--- src/rtl/motor_stop_guard.sv ---
// motor_stop_guard: arms motor PWM after a sustained operator request, forces
// the motors off on a stop command (and, when built with
// MOTOR_STOP_GUARD_WDT_EN, on loss of the flight-controller heartbeat), and
// latches the stop cause until the operator clears it with all requests low.
module motor_stop_guard #(
  parameter int N_CH    = 4,
  parameter int ARM_CYC = 1000000,
  parameter int WDT_CYC = 50000000
) (
  input  logic            clk,
  input  logic            reset,
  input  logic [N_CH-1:0] pwm_in,
  input  logic            arm_req,
  input  logic            stop_req,
  input  logic            clr_req,
  input  logic            heartbeat,
  output logic [N_CH-1:0] pwm_out,
  output logic            stop,
  output logic [1:0]      stop_cause,
  output logic [9:0]      led
);

  typedef enum logic [1:0] {
    DISARMED = 2'b00,
    ARMING   = 2'b01,
    ARMED    = 2'b10,
    STOPPED  = 2'b11
  } state_t;

  localparam int             AW       = $clog2(ARM_CYC);
  localparam logic [AW-1:0]  ARM_LAST = AW'(ARM_CYC - 1);

  state_t          state, state_nxt;
  logic            started;
  logic [AW-1:0]   arm_cnt, arm_cnt_nxt;
  logic [1:0]      cause, cause_nxt;
  logic            hb_seen, hb_seen_nxt;
  logic            timeout;
  logic [1:0]      state_code;
  logic [N_CH-1:0] pwm_p1;

`ifdef MOTOR_STOP_GUARD_WDT_EN
  localparam int             WW       = $clog2(WDT_CYC);
  localparam logic [WW-1:0]  WDT_LAST = WW'(WDT_CYC - 1);

  logic [WW-1:0] wdt_cnt, wdt_cnt_nxt;

  // Timeout fires once the counter has sat at its last value; a heartbeat in
  // the same cycle rescues the link.
  always_comb begin
    timeout = (state == ARMED) && !heartbeat && (wdt_cnt == WDT_LAST);
  end

  // Counter is held at zero outside ARMED so every entry to ARMED starts fresh;
  // it saturates rather than wrapping.
  always_comb begin
    wdt_cnt_nxt = wdt_cnt;
    if (state != ARMED)
      wdt_cnt_nxt = '0;
    else if (heartbeat)
      wdt_cnt_nxt = '0;
    else if (wdt_cnt != WDT_LAST)
      wdt_cnt_nxt = wdt_cnt + 1'b1;
  end

  // Watchdog counter register.
  always_ff @(posedge clk or posedge reset) begin
    if (reset)
      wdt_cnt <= '0;
    else
      wdt_cnt <= wdt_cnt_nxt;
  end
`else
  // Without the watchdog nothing can time out; stop_cause[1] stays 0.
  always_comb begin
    timeout = 1'b0;
  end
`endif

  // Control state registers; reset forces DISARMED immediately.
  always_ff @(posedge clk or posedge reset) begin
    if (reset) begin
      state   <= DISARMED;
      started <= 1'b0;
      arm_cnt <= '0;
      cause   <= 2'b00;
      hb_seen <= 1'b0;
    end else begin
      state   <= state_nxt;
      started <= 1'b1;
      arm_cnt <= arm_cnt_nxt;
      cause   <= cause_nxt;
      hb_seen <= hb_seen_nxt;
    end
  end

  // Next-state, arm counter and cause accumulation. The FSM is frozen for the
  // first edge after reset release so no transition happens before the second.
  always_comb begin
    state_nxt   = state;
    arm_cnt_nxt = arm_cnt;
    cause_nxt   = cause;
    if (started) begin
      case (state)
        DISARMED: begin
          if (arm_req && !stop_req) begin
            state_nxt   = ARMING;
            arm_cnt_nxt = '0;
          end
        end
        ARMING: begin
          if (stop_req) begin
            state_nxt = STOPPED;
            cause_nxt = cause | 2'b01;
          end else if (!arm_req) begin
            state_nxt   = DISARMED;
            arm_cnt_nxt = '0;
          end else if (arm_cnt == ARM_LAST) begin
            state_nxt = ARMED;
          end else begin
            arm_cnt_nxt = arm_cnt + 1'b1;
          end
        end
        ARMED: begin
          if (stop_req || timeout) begin
            state_nxt = STOPPED;
            cause_nxt = cause | {timeout, stop_req};
          end
        end
        STOPPED: begin
          cause_nxt = cause | {1'b0, stop_req};
          if (clr_req && !stop_req && !arm_req) begin
            state_nxt   = DISARMED;
            cause_nxt   = 2'b00;
            arm_cnt_nxt = '0;
          end
        end
        default: state_nxt = DISARMED;
      endcase
    end
  end

  // Heartbeat-seen flag: any pulse sets it, entering DISARMED clears it.
  always_comb begin
    hb_seen_nxt = hb_seen;
    if (heartbeat)
      hb_seen_nxt = 1'b1;
    else if (state_nxt == DISARMED && state != DISARMED)
      hb_seen_nxt = 1'b0;
  end

  // p1: one-cycle PWM register, loaded only while ARMED so re-arming starts low.
  always_ff @(posedge clk) begin
    pwm_p1 <= (state == ARMED) ? pwm_in : '0;
  end

  // Outputs decoded from state so stop and PWM gating follow state (and the
  // asynchronous reset) with no extra register delay.
  always_comb begin
    state_code = state;
    stop       = (state != ARMED);
    pwm_out    = (state == ARMED) ? pwm_p1 : '0;
    stop_cause = cause;
    led        = {5'b00000, hb_seen, cause, state_code};
  end

endmodule

--- config.mk ---
export PLATFORM = sky130hd
export DESIGN_NAME = motor_stop_guard
export DESIGN_NICKNAME = d
export VERILOG_FILES = /design/src/rtl/motor_stop_guard.sv
export SDC_FILE = /design/constraint.sdc
export NUM_CORES = 1
export LEC_CHECK = 0
export CAP_MARGIN = 30
export CORE_UTILIZATION = 31
export CTS_CLUSTER_DIAMETER = 120
export DETAILED_ROUTE_END_ITERATION = 10
export GPL_TIMING_DRIVEN = 0
export PLACE_DENSITY = 0.6
export SLEW_MARGIN = 25
export SYNTH_ARGS = -nofsm -noshare
export SYNTH_HDL_FRONTEND = slang
export SYNTH_SLANG_ARGS = --single-unit
--- constraint.sdc ---
create_clock -name clk -period 2.6 [get_ports clk]
set_clock_uncertainty 0.2 [all_clocks]
set_input_delay 0.39 -clock clk [delete_from_list [all_inputs] [get_ports clk]]
set_output_delay 0.39 -clock clk [all_outputs]
set_load 0.005 [all_outputs]
; Word-level counts from Yosys, hierarchy flattened
; Index checks and enable logic that the tools add are counted.
[op_classes]
addsub = 1
bitwise_logic = 2
n_reduce_logical = 16
n_eq_ne = 11
mux = 21
[ops]
columns = operator, count
row1 = $mux 20, 5
row2 = $pmux 20 s3, 1
row3 = $add 20x1->20 const B, 1
row4 = $eq 20x20->1 const B, 1
row5 = $mux 2, 9
row6 = $ne 2x2->1 const B, 6
row7 = $pmux 2 s4, 1
row8 = $reduce_and 4->1, 2
row9 = $pmux 2 s3, 1
row10 = $reduce_and 6->1, 1
row11 = $reduce_bool 2->1, 3
row12 = $reduce_bool 3->1, 2
row13 = $eq 2x2->1 const B, 2
row14 = $logic_and 1x1->1, 4
row15 = $logic_not 2->1, 2
row16 = $mux 4, 1
row17 = $mux 1, 3
row18 = $ne 3x3->1 const B, 1
row19 = $eq 2x1->1 const B, 1
row20 = $logic_not 1->1, 2
row21 = $or 2x1->2, 1
row22 = $not 1->1, 1
[totals]
wordCells = 58
ff_bits = 30
in_bits = 10

; Logic depth before layout (Yosys ltp)
; Gate-level depths: netlist of the first run.
[logic_depth]
word_depth = 10
mapped_depth = 7
ltp_nobuf = 6

; Least setup slack after synthesis of the first run
; No wires, ideal clock.
[synth_path]
kind = register to register
startpoint = register arm_cnt[0]
endpoint = register arm_cnt[5]
setup_ps = 78
t_required_ps = 2322
setup_slack_ps = 446
t_arrival_ps = 1877
path_buffers = 0
path_stages_with_launch = 7
path_cell_list = dfrtp_1 > ha_1 > and3_1 > and4b_1 > a31o_4 > or4_1 > a21oi_1
[synth_via]
elab_chain_len = 5
word_cells_on_any_way = 8
classes_between = 1 x add/sub / 2 x eq/ne / 4 x mux / 1 x reduce/logical
[synth_rtl]
columns = element, line_no
row1 = "start, declared", 35  ; logic [AW-1:0] arm_cnt, arm_cnt_nxt;
row2 = "start signal, assigned", 91  ; arm_cnt <= arm_cnt_nxt;
row3 = $add 20x1->20, 121  ; arm_cnt_nxt = arm_cnt + 1'b1;
row4 = $mux 20, 118  ; end else if (arm_cnt == ARM_LAST) begin
row5 = $mux 20, 115  ; end else if (!arm_req) begin
row6 = $mux 20, 112  ; if (stop_req) begin
row7 = $pmux 20 s3, 104  ; case (state)
; Several ways; a longest one is shown, not always the timed one. The select of a mux whose other input is x is not followed.
; A chain may end at the register's enable or synchronous reset.

; Worst setup path in the final report of the first run
[layout_path]
startpoint = register state[1]
endpoint = output pwm_out[3]
[layout_via]
elab_chain_len = 2
[layout_rtl]
columns = element, line_no
row1 = "start, declared", 33  ; state_t state, state_nxt;
row2 = "start signal, assigned", 89  ; state <= state_nxt;
row3 = $eq 2x2->1, 162  ; pwm_out = (state == ARMED) ? pwm_p1 : '0;
row4 = $mux 4, 162
row5 = "end, declared", 17  ; output logic [N_CH-1:0] pwm_out,
; Every way passes these cells.

==> results of run 1 <==
==> metal layers <==
| metal | vias to the layer above | part of all wire | global-route usage |
|---|---|---|---|
| li1 | 754 | - | - |
| met1 | 679 | 0.49 | 0.196 |
| met2 | 29 | 0.45 | 0.208 |
| met3 | 5 | 0.043 | 0.0423 |
| met4 | 0 | 0.017 | 0.0802 |
| met5 | - | 0 | 0 |
==> logic make-up after synthesis <==
logic type | Yosys count
other | 2
AND/OR/NAND/NOR | 87
XOR/XNOR | 3
buffers and inverters | 21
adder cells (fa/ha/maj) | 1
AO/OA/AOI/OAI | 53
flip-flops | 29
==> power groups by stage <==
stage | combinational (mW) | clock (mW) | sequential (mW)
4_1_cts | 0.423 | 0.400 | 0.570
6_report | 0.419 | 0.390 | 0.571
5_1_grt | 0.483 | 0.418 | 0.580
3_3_place_gp | 0.440 | 0 | 0.561
2_1_floorplan | 0.273 | 0 | 0.554
3_5_place_dp | 0.444 | 0 | 0.562
==> registers in the layout (all words and copies together), names as in the netlist <==
register    cells
hb_seen         1
stop_cause      1
started         1
arm_cnt        20
state           2
pwm_p1          4
==> placed cells by master, fill, tap and decap left out, drive strengths merged, types with 2 or more instances in the layout <==
cell	synthesis	final
clkdlybuf4s50	0	18
dfrtp	25	25
a21o	2	2
a211oi	3	3
a31oi	5	5
o21ai	21	21
nor3b	2	2
nand2	13	13
clkbuf	3	10
a21oi	10	10
buf	11	11
nor3	6	6
or3	2	2
o31ai	6	6
or4	3	3
dfxtp	4	4
and3	2	2
xor2	3	3
nand2b	3	3
inv	7	7
nand4	4	4
and4b	2	2
a211o	2	2
nor2	16	16
conb	2	8
nor2b	5	5
and2	9	9
nand3	15	15
==> layout make-up <==
| type | count | area [sq um] |
|---|---|---|
| Multi-Input combinational cell | 152 | 887 |
| Timing Repair Buffer | 18 | 180 |
| Buffer | 13 | 91.3 |
| Fill cell | 522 | 3100 |
| Sequential cell | 29 | 707 |
| Tap cell | 70 | 87.6 |
| Inverter | 7 | 26.3 |
| Clock buffer | 8 | 90.1 |
==> worst min-delay path: stages <==
cell and delay, ps:
buf_6 110, nand3_1 90, a211oi_1 80
==> path summary, 6_finish.rpt <==
path	to	start	cells after the start	slack, ps
min reg2reg	arm_cnt[13]	arm_cnt[13]	1	300
min	state[1]	arm_req	3	230
max	pwm_out[3]	state[1]	3	220
min in group asynchronous	arm_cnt[19]	reset	2	260
max in group asynchronous	state[1]	reset	2	1530
max reg2reg	arm_cnt[3]	state[0]	7	280
==> Yosys cell counts (3+ instances only) <==
cell type	number	area [sq um]
dfrtp_1	25	626
o21ai_0	19	95.1
nor2_1	16	60.1
nand3_1	15	75.1
nand2_1	13	48.8
a21oi_1	10	50.1
buf_4	9	67.6
and2_1	8	50.1
inv_1	7	26.3
nor3_1	6	30.0
o31ai_1	6	45.0
a31oi_1	5	31.3
nor2b_1	5	31.3
dfxtp_1	4	80.1
nand4_1	4	25.0
a211oi_1	3	22.5
clkbuf_1	3	11.3
or4_1	3	22.5
xor2_1	3	26.3
==> per-stage QoR <==
stage / utilization / setup slack, ps / hold slack, ps / area (sq um) / TNS (ps)
floorplan: - / 446 / 217 / 1710 / 0
global placement: 0.382 / -73.6 / 291 / 1970 / -168
detailed placement: 0.382 / -71.6 / 292 / 1970 / -220
CTS: 0.399 / 42.6 / 226 / 2060 / 0
global route: 0.400 / 83.9 / 268 / 2070 / 0
finish: 0.400 / 217 / 227 / 2070 / 0
==> impl_metrics.py, run 1 <==
metrics = {
    "finish": {
        "antenna_cells": 0,
        "final_cells": 297,
        "syn2layout_area_growth_pct": 22.9,
        "layout-drive-gt1-share": 0.115,
        "final_nets": 237,
    },
    "timing": {
        "rsz0062_at_grt": "false",
        "min_period_over_period": 0.917,
        "max-slew-margin-rel": 0.541,
        "finalSetupViolCount": 0,
        "hold_viol": 0,
        "timing.fmax_mhz": 420,
        "min_period_ps": 2380,
        "worst_pin_slew_ps": 683,
        "maxSlewViolCount": 0,
    },
    "floorplan": {
        "start_util": 0.326,
        "row_count": 26,
        "die_area_sq_um": 5730,
        "die_w_um": 75.7,
        "io_pins": 27,
        "core_sq_um": 5170,
        "fp.dieH_um": 75.7,
    },
    "critical_path": {
        "start_kind": "register",
        "critPathKind": "register to primary output",
        "crit_chain": "nor2b_2 > and2_1 > clkdlybuf4s50_1",
        "crit_buf_inv": 1,
        "crit_family": "flip-flops",
        "required_ps": 2010,
        "critPathArrivalTime_ps": 1790,
        "critPathCaptureType": "primary output",
        "critPathMaxFanout": 18,
        "cpPeakStageDelay_ps": 520,
        "slowest_stage": "dfrtp_2",
    },
    "clock_network": {
        "cts_buffers": 5,
        "ctsHoldBuffers": 0,
        "post-cts-setup-buffers": 0,
        "clockBufferDepth": 2,
        "cts_root_buf": "clkbuf_8",
        "clk_pin_slew_ps": 60,
        "cts_resized": 1,
        "htreeDepth": 2,
        "clock_sinks": 29,
        "clk_latency_ps": 290,
        "tritoncts": "yes",
    },
    "yosys": {
        "synth-simple-area-share": 0.285,
        "synthesis.area_sq_um": 1680,
        "synth-xor-area-share": 0.0156,
        "synth_compound_area_frac": 0.196,
        "synthAdderAreaFrac": 0.00743,
        "ys_seq_area_frac": 0.419,
        "synth_top_family_by_area": "simple AND/OR/NAND/NOR gates",
        "synth_mux_area_frac": 0,
        "syn_inst": 196,
        "async_flop_share": 0.862,
        "ys_types": 42,
        "synth.avg_cell_area_sq_um": 8.59,
        "synthFlopType": "dfrtp_1",
        "synth-edff-count": 0,
        "ys_ff_latch": 29,
        "ys.warnings.count": 0,
    },
    "drt": {
        "drc": 0,
        "via_per_inst": 4.94,
        "dr.pass1.iters": 4,
        "wl_um": 3630,
        "wl_per_cell_um": 12.2,
        "dr_total_vias": 1467,
        "drt_iter0_drc": 70,
        "final_antenna_net_count": 0,
    },
    "pwr": {
        "power_density_nw_per_um2": 667,
        "intPower_mw": 0.940,
        "p_clk_frac": 0.283,
        "p_sw_frac": 0.319,
        "combPwrFrac": 0.304,
        "p_leak_nw": 0.850,
        "ir_drop_uv": 262,
        "p_switching_mw": 0.440,
        "p_seq_frac": 0.414,
        "report.power.total_mw": 1.38,
    },
    "placed_design": {
        "port_buffers": 18,
        "dp_cells": 290,
        "dp_hpwl_um": 2620,
        "gp_congestion": 0.817,
    },
    "global_routing": {
        "grt_pass1_vias": 1239,
        "antenna_found_initial": 0,
        "grt.total_usage": 0.145,
        "overflow": 0,
        "grt_pass1_wl_um": 5970,
        "grt_max_degree": 26,
    },
    "flow_run": {
        "maxCapViolations": 0,
    },
    "worst_hold_path": {
        "hp-class": "input pin to register",
    },
    "status": {
        "status": "finished, final reports clean",
    },
}
Power figures use the tool's default switching activity.
==> inputs of run 2 (changes only) <==
- SETUP_SLACK_MARGIN: default -> 0.02
==> run 2 against run 1 <==
Net effect:
- critical path depth rose by 1
- non-clock buffer count up 1
- sequential power down 3%
- routed wire length up 0.30%
- combinational power rose by 8.1%
- worst setup slack got worse by 64 ps
- via count grew 0.68%
==> impl_metrics.py, run 2 (synthesis gave the netlist of run 1 again) <==
metrics = {
    "status": {
        "status": "finished, final reports clean",
    },
    "floorplan": {
        "io_pins": 27,
        "die_w_um": 75.7,
        "die_area_sq_um": 5730,
        "core_sq_um": 5170,
        "fp.dieH_um": 75.7,
        "start_util": 0.326,
        "row_count": 26,
    },
    "clock_network": {
        "htreeDepth": 2,
        "tritoncts": "yes",
        "cts_buffers": 5,
        "clk_pin_slew_ps": 60,
        "ctsHoldBuffers": 0,
        "post-cts-setup-buffers": 0,
        "clk_latency_ps": 290,
        "clock_sinks": 29,
        "clockBufferDepth": 2,
        "cts_root_buf": "clkbuf_8",
    },
    "drt": {
        "dr_total_vias": 1477,
        "drt_iter0_drc": 66,
        "drc": 0,
        "final_antenna_net_count": 0,
        "wl_um": 3640,
        "wl_per_cell_um": 12.2,
        "via_per_inst": 4.96,
        "dr.pass1.iters": 4,
    },
    "timing": {
        "max-slew-margin-rel": 0.544,
        "hold_ws_ps": 228,
        "finalSetupViolCount": 0,
        "rsz0062_at_grt": "false",
        "min_period_over_period": 0.941,
        "min_period_ps": 2450,
        "hold_viol": 0,
        "timing.fmax_mhz": 409,
        "maxSlewViolCount": 0,
        "worst_pin_slew_ps": 679,
    },
    "pwr": {
        "ir_drop_uv": 247,
        "power_density_nw_per_um2": 671,
        "p_leak_nw": 0.857,
        "report.power.total_mw": 1.39,
    },
    "finish": {
        "final_cells": 298,
        "reg_top3": "arm_cnt: 20 flops, pwm_p1: 4 flops, state: 2 flops",
        "final_nets": 238,
        "final_common_cell": "dfrtp_1",
        "antenna_cells": 0,
        "syn2layout_area_growth_pct": 23.5,
        "layout-drive-gt1-share": 0.118,
        "stdcell_area_sq_um": 2080,
        "final_cell_mix": "24 x dfrtp_1, 19 x o21ai_0, 18 x clkdlybuf4s50_1",
        "regMostFlops": "arm_cnt",
        "fin_util": 0.402,
        "largest_reg_flops": 20,
    },
    "critical_path": {
        "critPathKind": "register to primary output",
        "rrSetupSlack_ps": 260,
        "critPathCaptureType": "primary output",
        "crit-reg2reg-capture": "arm_cnt[3]",
        "r2r-start": "state[0]",
        "required_ps": 2010,
        "start_kind": "register",
        "ff2ff_path_depth": 7,
        "startpoint": "state[1]",
        "critPathArrivalTime_ps": 1860,
        "endpoint": "pwm_out[3]",
        "critPathMaxFanout": 10,
    },
    "global_routing": {
        "grt_pass1_wl_um": 6020,
        "busiest_layer": "met2",
        "gr-usage-met3": 0.0437,
        "grt_max_degree": 26,
        "grt_util_met1": 0.199,
        "grt_util_met2": 0.203,
        "grt_pass1_vias": 1251,
        "grt.total_usage": 0.147,
        "antenna_found_initial": 0,
        "overflow": 0,
    },
    "placed_design": {
        "gp_congestion": 0.817,
        "dp_hpwl_um": 2620,
        "placed_cell_area_sq_um": 1970,
        "dp_cells": 290,
        "port_buffers": 18,
    },
    "worst_hold_path": {
        "hp-class": "input pin to register",
        "min_path_cells": 3,
    },
    "flow_run": {
        "maxCapViolations": 0,
    },
}
==> run 2: worst max-delay path, stage by stage (launching register included) <==
cell and delay [ps]:
dfrtp_2 440, clkbuf_2 240, nor2b_4 250, and2_1 150, clkdlybuf4s50_1 490
==> run 2: power breakdown <==
group	leakage [nW]	switching [mW]	internal, mW
Clock	0.0455	0.170	0.215
Combinational	0.445	0.225	0.228
Sequential	0.367	0.0496	0.506
==> run 2: final cells by class <==
type,count,area [sq um]
Inverter,7,26.3
Fill cell,521,3090
Multi-Input combinational cell,152,892
Timing Repair Buffer,18,180
Buffer,14,96.3
Clock buffer,8,90.1
Tap cell,70,87.6
Sequential cell,29,707
==> run 2: worst min path at each step <==
stage,from,endpoint,slack (ps)
after global routing,arm_req,state[1],270
after detailed placement,arm_cnt[17],arm_cnt[17],290
after floorplan,reset,arm_cnt[0],220
final,arm_req,state[1],230
after global placement,arm_cnt[15],arm_cnt[15],290
after CTS,arm_req,state[1],230
==> run 2: through the flow <==
step | setup slack, ps | TNS (ps)
3_3_place_gp | -73.6 | -168
2_1_floorplan | 446 | 0
3_5_place_dp | -71.6 | -220
4_1_cts | 60.9 | 0
5_1_grt | 47.3 | 0
6_report | 153 | 0
==> run 2: what timing repair did <==
| action | CTS | global route |
|---|---|---|
| setup endpoints to repair | 5 | 6 |
| gates resized for setup | 3 | 2 |
| endpoints found under the hold margin | 0 | 0 |
| pin swaps | 0 | 0 |
==> run 2: metal layers <==
layer  share of wire  routed length, um
met5               0                  0
met4           0.028                103
met3           0.047                172
met2            0.44               1590
met1            0.49               1780
